===== src/rtl/dz_msr_pkg.sv =====
// Shared constants and helpers for the DZ modem status register block.
// Bit map of the status/change words: CO lines above RI lines.
package dz_msr_pkg;

    localparam int DZ_MAX_LINES = 16;
    localparam int RI_BASE      = 0;

    // Counter must hold 0..DEB_CNT-1; sized for DEB_CNT+1 codes so DEB_CNT=1 still gets a bit.
    function automatic int cnt_width(input int deb_cnt);
        return (deb_cnt < 1) ? 1 : $clog2(deb_cnt + 1);
    endfunction

    function automatic int co_base(input int nlines);
        return nlines;
    endfunction

endpackage


===== src/rtl/dz_sync_debounce.sv =====
// One-bit synchroniser followed by a consecutive-stable-cycle debounce filter.
// Emits the accepted level and a strobe in the cycle whose closing edge moves it.
module dz_sync_debounce
    import dz_msr_pkg::*;
#(
    parameter int SYNC_STAGES = 2,
    parameter int DEB_CNT     = 8
) (
    input  logic clk,
    input  logic rst,
    input  logic din,
    output logic dout,
    output logic pulse
);

    localparam int             CW   = cnt_width(DEB_CNT);
    localparam logic [CW-1:0]  TERM = CW'(DEB_CNT - 1);

    logic [SYNC_STAGES-1:0] sync_q, sync_d;
    logic [CW-1:0]          cnt_q, cnt_d;
    logic                   lvl_q, lvl_d;
    logic                   s;

    // NOTE: every signal written here gets a default first, so no path leaves it unassigned and no latch is inferred.
    always_comb begin
        sync_d = {sync_q[SYNC_STAGES-2:0], din};
        s      = sync_q[SYNC_STAGES-1];
        lvl_d  = lvl_q;
        cnt_d  = '0;
        pulse  = 1'b0;
        if (s != lvl_q) begin
            if (cnt_q == TERM) begin
                lvl_d = s;
                pulse = 1'b1;
            end else begin
                cnt_d = cnt_q + 1'b1;
            end
        end
    end

    // NOTE: sequential state uses non-blocking assignments so every flop samples pre-edge values.
    always_ff @(posedge clk) begin
        if (rst) begin
            sync_q <= '0;
            cnt_q  <= '0;
            lvl_q  <= 1'b0;
        end else begin
            sync_q <= sync_d;
            cnt_q  <= cnt_d;
            lvl_q  <= lvl_d;
        end
    end

    assign dout = lvl_q;

endmodule


===== src/rtl/dz_msr_chg.sv =====
// DZ modem status register: debounced CO/RI levels, sticky W1C change flags
// and a registered level interrupt request.
module dz_msr_chg
    import dz_msr_pkg::*;
#(
    parameter int NLINES      = 8,
    parameter int SYNC_STAGES = 2,
    parameter int DEB_CNT     = 8
) (
    input  logic                clk,
    input  logic                rst,
    input  logic [NLINES-1:0]   dzCO,
    input  logic [NLINES-1:0]   dzRI,
    input  logic                chgIE,
    input  logic                clrWR,
    input  logic [2*NLINES-1:0] clrDAT,
    output logic [2*NLINES-1:0] regMSR,
    output logic [2*NLINES-1:0] regCHG,
    output logic                chgIRQ
);

    localparam int NBITS   = 2 * NLINES;
    localparam int CO_BASE = co_base(NLINES);

    logic [NBITS-1:0] raw, lvl, pulse;
    logic [NBITS-1:0] chg_q, chg_d, clr_mask;
    logic             irq_q, irq_d;

    assign raw[CO_BASE +: NLINES] = dzCO;
    assign raw[RI_BASE +: NLINES] = dzRI;

    for (genvar i = 0; i < NBITS; i++) begin : g_bit
        dz_sync_debounce #(
            .SYNC_STAGES (SYNC_STAGES),
            .DEB_CNT     (DEB_CNT)
        ) u_deb (
            .clk   (clk),
            .rst   (rst),
            .din   (raw[i]),
            .dout  (lvl[i]),
            .pulse (pulse[i])
        );
    end

    // Set is OR-ed in after the clear so a change landing on a clear write survives.
    always_comb begin
        clr_mask = clrWR ? clrDAT : '0;
        chg_d    = (chg_q & ~clr_mask) | pulse;
        irq_d    = chgIE & (|chg_q);
    end

    always_ff @(posedge clk) begin
        if (rst) begin
            chg_q <= '0;
            irq_q <= 1'b0;
        end else begin
            chg_q <= chg_d;
            irq_q <= irq_d;
        end
    end

    assign regMSR = lvl;
    assign regCHG = chg_q;
    assign chgIRQ = irq_q;

endmodule


===== config.mk =====
export PLATFORM = sky130hd
export DESIGN_NAME = dz_msr_chg
export DESIGN_NICKNAME = d
export VERILOG_FILES = /design/src/rtl/dz_msr_pkg.sv /design/src/rtl/dz_sync_debounce.sv /design/src/rtl/dz_msr_chg.sv
export SDC_FILE = /design/constraint.sdc
export NUM_CORES = 1
export LEC_CHECK = 0
export ABC_CLOCK_PERIOD_IN_PS = 1370
export CELL_PAD_IN_SITES_DETAIL_PLACEMENT = 1
export CELL_PAD_IN_SITES_GLOBAL_PLACEMENT = 1
export CORE_MARGIN = 2
export CORE_UTILIZATION = 30
export CTS_BUF_LIST = sky130_fd_sc_hd__clkbuf_4
export DETAILED_ROUTE_END_ITERATION = 7
export GPL_TIMING_DRIVEN = 1
export PLACE_DENSITY = 0.63
export SETUP_SLACK_MARGIN = 0.4
export SLEW_MARGIN = 15
export SYNTH_ARGS = -nofsm -noshare
export SYNTH_HDL_FRONTEND = slang
export SYNTH_SLANG_ARGS = --single-unit

===== constraint.sdc =====
create_clock -name clk -period 1.37 [get_ports clk]
set_input_delay 0.274 -clock clk [delete_from_list [all_inputs] [get_ports clk]]
set_output_delay 0.274 -clock clk [all_outputs]
set_load 0.005 [all_outputs]

## After elaboration in Yosys (flattened, before gate mapping)

Cells that the tools add are included.

| operators by class | value |
|---|---|
| add/sub/neg operators | 16 |
| order comparisons | 0 |
| divide/modulo/power cells | 0 |
| reduce and logical (&&, ||, !) cells | 33 |
| mux-type cells | 33 |
| bitwise operators | 20 |
| eq/ne operators | 32 |
| shift operators | 0 |
| $mul | 0 |

Operators by type and width:

| kind | count |
|---|---|
| $add A4 B1 Y4 const B | 16 |
| $eq A4 B3 Y1 const B | 16 |
| $reduce_or A3 Y1 | 16 |
| $mux W1 | 32 |
| $reduce_and A2 Y1 | 16 |
| $and A16 B16 Y16 | 1 |
| $mux W16 | 1 |
| $ne A1 B1 Y1 | 16 |
| $not A1 Y1 | 16 |
| $not A16 Y16 | 1 |
| $or A16 B16 Y16 | 1 |
| $reduce_or A16 Y1 | 1 |
| $and A1 B1 Y1 | 1 |

| word-level totals | value |
|---|---|
| register bits after elaboration | 129 |
| ROM bits | 0 |
| input port bits | 36 |
| memories | 0 |
| output and inout bits | 33 |
| word-level logic and storage cells | 184 |
| bits in latches | 0 |
| memory bits (writable) | 0 |

## Longest topological paths before layout

Gate-level depths: netlist of run 1.

| logic depth | value |
|---|---|
| depth after elaboration | 4 |
| gate-level depth with buffers | 5 |
| depth with buffers taken out | 4 |

## Hierarchy

A second synthesis of run 1 with hierarchy kept.

| unflattened totals | value |
|---|---|
| cells, all modules | 441 |
| area total of the unflattened synthesis | 4717.0 µm² |

Modules (own cells, without submodules):

| module | times used | cells each | area each (µm²) | sequential area each (µm²) |
|---|---|---|---|---|
| dz_sync_debounce | 16 | 24 | 250.2 | 140.1 |
| dz_msr_chg | 1 | 57 | 713.2 | 340.3 |

## Least setup slack after synthesis of run 1

Ideal clock, no wire load.

| timing path | value |
|---|---|
| path kind | reg2reg |
| from | reg g_bit[6].u_deb.cnt_q[0] |
| to | reg g_bit[6].u_deb.cnt_q[3] |
| data arrival time | 1119 ps |
| required time | 1306 ps |
| path slack | 186 ps |
| setup time | 64 ps |
| clock period less this slack | 1184 ps |
| stages on the path, launching flop included | 5 |
| path buffers | 0 |
| cells stage by stage | dfxtp_1 ha_1 nand3b_1 or3b_4 nor2_1 |

| on the way | value |
|---|---|
| longest elaborated chain between the ends | 2 |
| elaborated cells between the ends (all ways) | 3 |
| those cells by class | add/sub (1); eq/ne (1); reduce/logical (1) |

RTL lines:

| what | RTL line | RTL |
|---|---|---|
| from (decl) | dz_sync_debounce.sv:20 | `logic [CW-1:0] cnt_q, cnt_d;` |
| from (signal assigned) | dz_sync_debounce.sv:49 | `cnt_q <= cnt_d;` |
| branches (longest 2 deep; another with $add A4 B1 Y4) | - |  |

Several ways; the timed one is not identified.
A chain may end at the register's enable or synchronous reset.

## Worst setup path after layout of run 1

| timing path | value |
|---|---|
| from | reg chg_q[13], in the netlist regCHG[13] |
| to | out regCHG[13] |

RTL lines:

| what | RTL line | RTL |
|---|---|---|
| from (decl) | dz_msr_chg.sv:26 | `logic [NBITS-1:0] chg_q, chg_d, clr_mask;` |
| from (signal assigned) | dz_msr_chg.sv:57 | `chg_q <= chg_d;` |
| to (decl) | dz_msr_chg.sv:18 | `output logic [2*NLINES-1:0] regCHG,` |

No word-level cell between the ends.

==> results by group, run 1 <==
Clock tree
  • Clk buf depth: 2
  • Sink Count: 129
  • Total CTS buffers: 17
  • TritonCTS clock tree: built
  • Clk_lat worst skew: 0.54 ns
  • CTS Hold Bufs: 0
  • Clock Tree Root: clkbuf_4
  • CTS clk-pin slew, worst paths: 0.11 ns
  • H-tree depth: 4

Flow run
  • Max cap viols: 0

Worst setup path
  • Crit path capture type: output port
  • RR Endpoint: chgIRQ
  • Crit Path Max Fanout: 2
  • Worst reg-to-reg path cell count: 4
  • Crit path launch: regCHG[13]
  • Slowest stage delay, CP: 0.38 ns
  • CP cell instances: buf_6
  • Flop-to-flop setup slack: 0.15 ns
  • CP delay by family, top: flip-flops
  • Setup Crit Path Kind: register to output port
  • Slowest stage cell, crit path: dfxtp_4
  • Setup crit start kind: register
  • Critical Path RT: 1.10 ns
  • Arrival time worst endpoint: 1.03 ns
  • CP bufs+invs: 1
  • Reg-to-Reg Start: regCHG[13]

GRT
  • First-pass GRT wire length: 19100 um
  • Global route hottest layer: met2
  • GR Util met3: 0.0471
  • Met2 Use GR: 0.268
  • Vias in the first global route: 4141
  • Initial antenna violation count: 1
  • GRT overflow: 0
  • Largest net degree at the start of global routing: 42
  • Met1 GRT Util: 0.140
  • Gr usage total: 0.141

Yosys
  • Synth Cell Area: 0.00485 mm2
  • Synthesized area per cell: 10.1 um2
  • Syn_nets: 534
  • Synth Instances: 482
  • Register area share after synthesis: 0.532
  • Synth Warn #: 0
  • Seq cells post-synth: 129
  • Count of different cell masters after synthesis: 23

Detailed routing
  • Drt drc: 0
  • Wire per inst: 13.8 um
  • DR vias/cell: 4.38
  • Vias post-DR: 3715
  • Remaining antenna violation count after routing: 0
  • Drt total wl: 11700 um
  • TritonRoute pass-1 iters: 4
  • Initial DRC Count: 94

Place
  • Port Buffers: 68
  • Placed insts: 747
  • DPL Wire Length: 7370 um
  • Placer Congestion: 0.754

Power
  • Pwr Total: 6.82 mW
  • Max VDD drop: 0.531 mV
  • Pwr Density: 940 mW/mm2
  • Leakage: 3.00 nW

STA
  • Clock skew: 0.0181 ns
  • Max frequency: 0.766 GHz
  • # setup viols final: 0
  • Worst-margin pin slew: 0.297 ns
  • Final count of hold timing violations: 0
  • Final setup TNS: 0 ns
  • Final min period: 1.30 ns
  • RSZ-0062 raised after global routing: yes
  • Relative slew slack: 0.801
  • Period utilization: 0.952
  • Final slew viol count: 0

Die
  • Initial core utilization: 0.307
  • Core area: 0.0158 mm2
  • Site row count: 46
  • Die Y: 131 um
  • Die area: 0.0172 mm2
  • Die X: 131 um
  • I/O pin count: 69

Finish
  • Util after Layout: 0.458
  • Filler Cells Inserted: 1714
  • Non-Filler Instances: 849
  • Layout cells sized above 1: 0.402
  • Area growth from synthesis to layout: 49.4%
  • Nets: 671

Worst hold path
  • Hold/Removal Path Class: primary input to register
  • Hold path endpoint: g_bit[6].u_deb.sync_q[0]
  • Min-delay src: rst
  • Hold Crit Depth: 2

Run status
  • Run status: finished clean
[cell usage after synthesis, drive strengths merged]
cell type | instances | area, um2
inv | 16 | 60.1
nor2 | 79 | 297
nand2 | 16 | 60.1
nand2b | 9 | 56.3
nor3 | 1 | 5.00
mux2i | 16 | 160
and3b | 7 | 61.3
ha | 16 | 200
nor4 | 4 | 25.0
xor2 | 38 | 333
nand3b | 39 | 293
o2bb2ai | 1 | 8.76
nor2b | 40 | 250
nand3 | 16 | 80.1
dfxtp | 129 | 2580
xnor2 | 10 | 87.6
a41oi | 1 | 8.76
or3b | 1 | 11.3
buf | 23 | 155
o21ai | 8 | 40.0
a32oi | 7 | 61.3
clkbuf | 5 | 18.8
[cell type report]
class,count,area [um2],share of cell area
multi-input combinational,309,2600,0.358
sequential,129,2670,0.369
antenna,1,2.50,0.000345
tap,216,270,0.0373
clock buffer,19,143,0.0197
clock inverter,13,144,0.0198
inverter,16,60.1,0.00828
timing repair buffer,146,1360,0.188
[cell usage in the layout (no fill, tap or decap), types with 8 or more instances in the layout]
cell type | Yosys | final
clkdlybuf4s50_1 | 0 | 34
nand3b_1 | 39 | 39
nand3_1 | 16 | 16
ha_4 | 0 | 16
nor2b_1 | 40 | 39
dfxtp_1 | 129 | 64
dfxtp_2 | 0 | 61
nor2_1 | 79 | 77
xor2_1 | 38 | 23
buf_6 | 0 | 48
nand2b_1 | 9 | 9
clkbuf_4 | 0 | 19
nand2_1 | 16 | 16
buf_4 | 16 | 47
xor2_2 | 0 | 8
buf_2 | 7 | 14
mux2i_1 | 16 | 16
inv_1 | 16 | 16
[power by group]
group          total, mW  leakage (nW)  internal [mW]  switching (mW)
Sequential          3.85          1.08           3.80          0.0447
Combinational      0.335          1.77          0.200           0.135
Clock               2.64         0.152           1.27            1.36
[through the flow]
stage                     cell area (um2)  hold slack, ns  setup WS, ns
final                                7250          0.0600        0.0653
after global routing                 7250        -0.00366       -0.0218
after CTS                            6830          0.0134       0.00703
after detailed placement             5780           0.429       -0.0207
after global placement               5780           0.420      -0.00907
after floorplan                      4910           0.402         0.250
[sequential cells by signal, summed over array words and instances (netlist names)]
| register | flops |
|---|---|
| g_bit.u_deb.cnt_q | 64 |
| g_bit.u_deb.sync_q | 32 |
| g_bit.u_deb.dout | 16 |
| regCHG | 16 |
| chgIRQ | 1 |
[per-layer routing]
metal	vias to the layer above	wire (um)
li1	1831	-
met4	0	204
met5	-	0
met2	59	6480
met1	1811	4660
met3	14	394
[repair_timing]
| action | 4_1_cts | 5_1_grt |
|---|---|---|
| buffers inserted | 56 | 13 |
| pin swaps | 42 | 49 |
| resized for setup | 254 | 54 |
| setup endpoints to repair | 101 | 121 |
[logic make-up after synthesis]
kind of cell,Yosys count,share of synthesized area
buffers and inverters,44,0.0482
multiplexers,16,0.0330
AND/OR/NAND/NOR,212,0.235
adder cells (fa/ha/maj),16,0.0412
flip-flops,129,0.532
XOR/XNOR,48,0.0866
AO/OA/AOI/OAI,17,0.0245
[worst max path at each step]
stage,slack [ns],cells after the start,to
final,0.07,1,regCHG[13]
after floorplan,0.25,4,g_bit[6].u_deb.cnt_q[0]
after detailed placement,-0.02,5,regCHG[6]
after global placement,-0.009,5,regCHG[6]
after CTS,0.007,1,regCHG[13]
after global routing,-0.02,1,regCHG[13]
Power figures use the tool's default switching activity.
==> inputs of run 2 (changes only) <==
--- a/config.mk
+++ b/config.mk
@@ -15,7 +15,7 @@
 export GPL_TIMING_DRIVEN = 1
 export PLACE_DENSITY = 0.63
 export SETUP_SLACK_MARGIN = 0.4
-export SLEW_MARGIN = 15
+export SLEW_MARGIN = 20
 export SYNTH_ARGS = -nofsm -noshare
 export SYNTH_HDL_FRONTEND = slang
 export SYNTH_SLANG_ARGS = --single-unit
==> results of run 2 <==
No change in the layout: final DEF, timing and power equal those of run 1.
==> inputs of run 3 (changes only) <==
--- a/config.mk
+++ b/config.mk
@@ -5,7 +5,7 @@
 export SDC_FILE = /design/constraint.sdc
 export NUM_CORES = 1
 export LEC_CHECK = 0
-export ABC_CLOCK_PERIOD_IN_PS = 1370
+export ABC_CLOCK_PERIOD_IN_PS = 1100
 export CELL_PAD_IN_SITES_DETAIL_PLACEMENT = 1
 export CELL_PAD_IN_SITES_GLOBAL_PLACEMENT = 1
 export CORE_MARGIN = 2
@@ -13,7 +13,7 @@
 export CTS_BUF_LIST = sky130_fd_sc_hd__clkbuf_4
 export DETAILED_ROUTE_END_ITERATION = 7
 export GPL_TIMING_DRIVEN = 1
-export PLACE_DENSITY = 0.63
+export PLACE_DENSITY = 0.65
 export SETUP_SLACK_MARGIN = 0.4
 export SLEW_MARGIN = 20
 export SYNTH_ARGS = -nofsm -noshare
==> constraint.sdc (replaced) <==
create_clock -name clk -period 1.1 [get_ports clk]
set_input_delay 0.22 -clock clk [delete_from_list [all_inputs] [get_ports clk]]
set_output_delay 0.22 -clock clk [all_outputs]
set_load 0.005 [all_outputs]
==> results by group, run 3 (synthesized netlist as in run 1, its figures left out) <==
Run status
  • Run status: finished with violations
  • Failing checks: negative setup slack

Finish
  • Reg area: 0.00267 mm2 (about the same)
  • Non-Filler Instances: 864 (+1.8%)
  • Layout cells sized above 1: 0.417 (+0.0154)
  • Most frequent cells in the layout: 78 x nor2_1, 64 x dfxtp_1, 62 x dfxtp_2, 57 x buf_4, 55 x buf_6
  • Largest Register: g_bit.u_deb.cnt_q
  • Filler Cells Inserted: 1736 (+1.3%)
  • Max reg flops: 64 (unchanged)
  • Area occupied by multi-input gates: 0.00258 mm2 (-0.77%)
  • Util after Layout: 0.462 (+0.00403)
  • Largest regs: g_bit.u_deb.cnt_q (64), g_bit.u_deb.sync_q (32)
  • Area growth from synthesis to layout: 50.7%
  • Nets: 687 (+2.4%)
  • Most common cell after layout, fill and taps aside: nor2_1

Worst setup path
  • Setup Crit Path Kind: register to output port
  • CP cell instances: buf_2
  • Critical Path RT: 0.88 ns (-0.22 ns)
  • Arrival time worst endpoint: 1.02 ns (about the same)
  • Crit Path Max Fanout: 2 (unchanged)
  • Slowest stage cell, crit path: dfxtp_2
  • CP bufs+invs: 1 (unchanged)
  • Slowest stage delay, CP: 0.37 ns (about the same)
  • Crit path capture type: output port
  • Setup crit start kind: register
  • CP delay by family, top: flip-flops

STA
  • # setup viols final: 41 (+41)
  • Worst-margin pin slew: 0.365 ns (+0.0686 ns)
  • Final count of hold timing violations: 0 (unchanged)
  • Final WS setup: -0.138 ns (-0.204 ns)
  • Final min period: 1.24 ns
  • Max frequency: 0.807 GHz
  • Final slew viol count: 0 (unchanged)
  • Period utilization: 1.13
  • Clock skew: 0.0147 ns (-0.00341 ns)
  • RSZ-0062 raised after global routing: yes
  • Final setup TNS: -3.76 ns (-3.76 ns)
  • Relative slew slack: 0.754 (-0.0465)

Clock tree
  • CTS clk-pin slew, worst paths: 0.11 ns (about the same)
  • TritonCTS clock tree: built
  • Clk buf depth: 2 (unchanged)
  • H-tree depth: 4 (unchanged)
  • Clock Tree Root: clkbuf_4
  • Sink Count: 129 (unchanged)
  • Total CTS buffers: 17 (unchanged)
  • Clk_lat worst skew: 0.54 ns (about the same)

Die
  • Core area: 0.0158 mm2 (unchanged)
  • I/O pin count: 69 (unchanged)
  • Die Y: 131 um (unchanged)
  • Initial core utilization: 0.307 (unchanged)
  • Die area: 0.0172 mm2 (unchanged)
  • Site row count: 46 (unchanged)
  • Die X: 131 um (unchanged)

GRT
  • Initial antenna violation count: 1 (unchanged)
  • Gr usage total: 0.137 (-0.00392)
  • Vias in the first global route: 3952 (-4.6%)
  • GRT overflow: 0 (unchanged)
  • Largest net degree at the start of global routing: 32 (-24%)
  • First-pass GRT wire length: 18900 um (-1.1%)

Flow run
  • Max cap viols: 0 (unchanged)

Power
  • Pwr Density: 1060 mW/mm2 (+13%)
  • Leakage: 3.06 nW (+1.8%)
  • Pwr Total: 7.77 mW (+14%)
  • Max VDD drop: 0.503 mV (-5.3%)

Place
  • Placer Congestion: 0.716 (-5.0%)
  • Post-Place Setup Slack: -0.230 ns (-0.209 ns)
  • Port Buffers: 68 (unchanged)
  • DPL Wire Length: 7480 um (+1.4%)
  • Placed insts: 770 (+3.1%)

Detailed routing
  • Remaining antenna violation count after routing: 0 (unchanged)
  • TritonRoute pass-1 iters: 4 (unchanged)
  • Drt total wl: 11400 um (-2.5%)
  • DR vias/cell: 4.29 (-2.0%)
  • Initial DRC Count: 95 (+1.1%)
  • Wire per inst: 13.2 um (-4.2%)
  • Drt drc: 0 (unchanged)
  • Vias post-DR: 3706 (-0.24%)

Worst hold path
  • Hold/Removal Path Class: primary input to register
## run 3: per-layer routing
| metal | routed length (um) | global-route usage | share of wire |
|---|---|---|---|
| met3 | 456 | 0.0428 | 0.040 |
| met4 | 248 | 0.0622 | 0.022 |
| met5 | 0 | 0 | 0 |
| met1 | 4890 | 0.155 | 0.43 |
| met2 | 5840 | 0.237 | 0.51 |
## run 3: timing repair
item	in CTS	in global routing
cloned	0	0
endpoints found under the setup margin	130	130
resized for setup	217	45
pin swaps	55	39
hold endpoints to repair	1	0
setup buffers	44	17
hold buffers	1	0
## run 3: final timing paths
kind	depth (start not counted)	to	slack, ns	start
max	1	regCHG[6]	-0.14	regCHG[6]
min	3	g_bit[6].u_deb.cnt_q[1]	0.14	rst
max reg2reg	4	g_bit[6].u_deb.cnt_q[0]	-0.09	g_bit[6].u_deb.cnt_q[1]
min reg2reg	1	g_bit[12].u_deb.sync_q[1]	0.44	g_bit[12].u_deb.sync_q[0]
## run 3: worst reg2reg max path, delay by kind of cell, from the launching register on
family / cells / cell delay [ns]
adders and majority gates: 1 / 0.15
and+or+nand+nor: 3 / 0.63
DFF: 1 / 0.35
## run 3: cell type report
type,instances,share of cell area
Inverter,16,0.00821
Timing Repair Buffer,162,0.209
Tap cell,216,0.0369
Clock inverter,10,0.00633
Multi-Input combinational cell,309,0.352
Clock buffer,21,0.0215
Sequential cell,129,0.365
Antenna cell,1,0.000342
## run 3: power by group
| part | total [mW] | leakage (nW) | switching, mW | internal, mW |
|---|---|---|---|---|
| clock | 2.56 | 0.120 | 1.63 | 0.925 |
| combinational | 0.426 | 1.86 | 0.166 | 0.260 |
| sequential | 4.79 | 1.08 | 0.0544 | 4.74 |
## run 3: per-stage QoR
| stage | area (um2) | hold slack [ns] |
|---|---|---|
| final | 7320 | 0.144 |
| after global routing | 7320 | 0.103 |
| after CTS | 6930 | 0.0805 |
| after detailed placement | 6160 | 0.427 |
| after global placement | 6160 | 0.419 |
| after floorplan | 5120 | 0.348 |
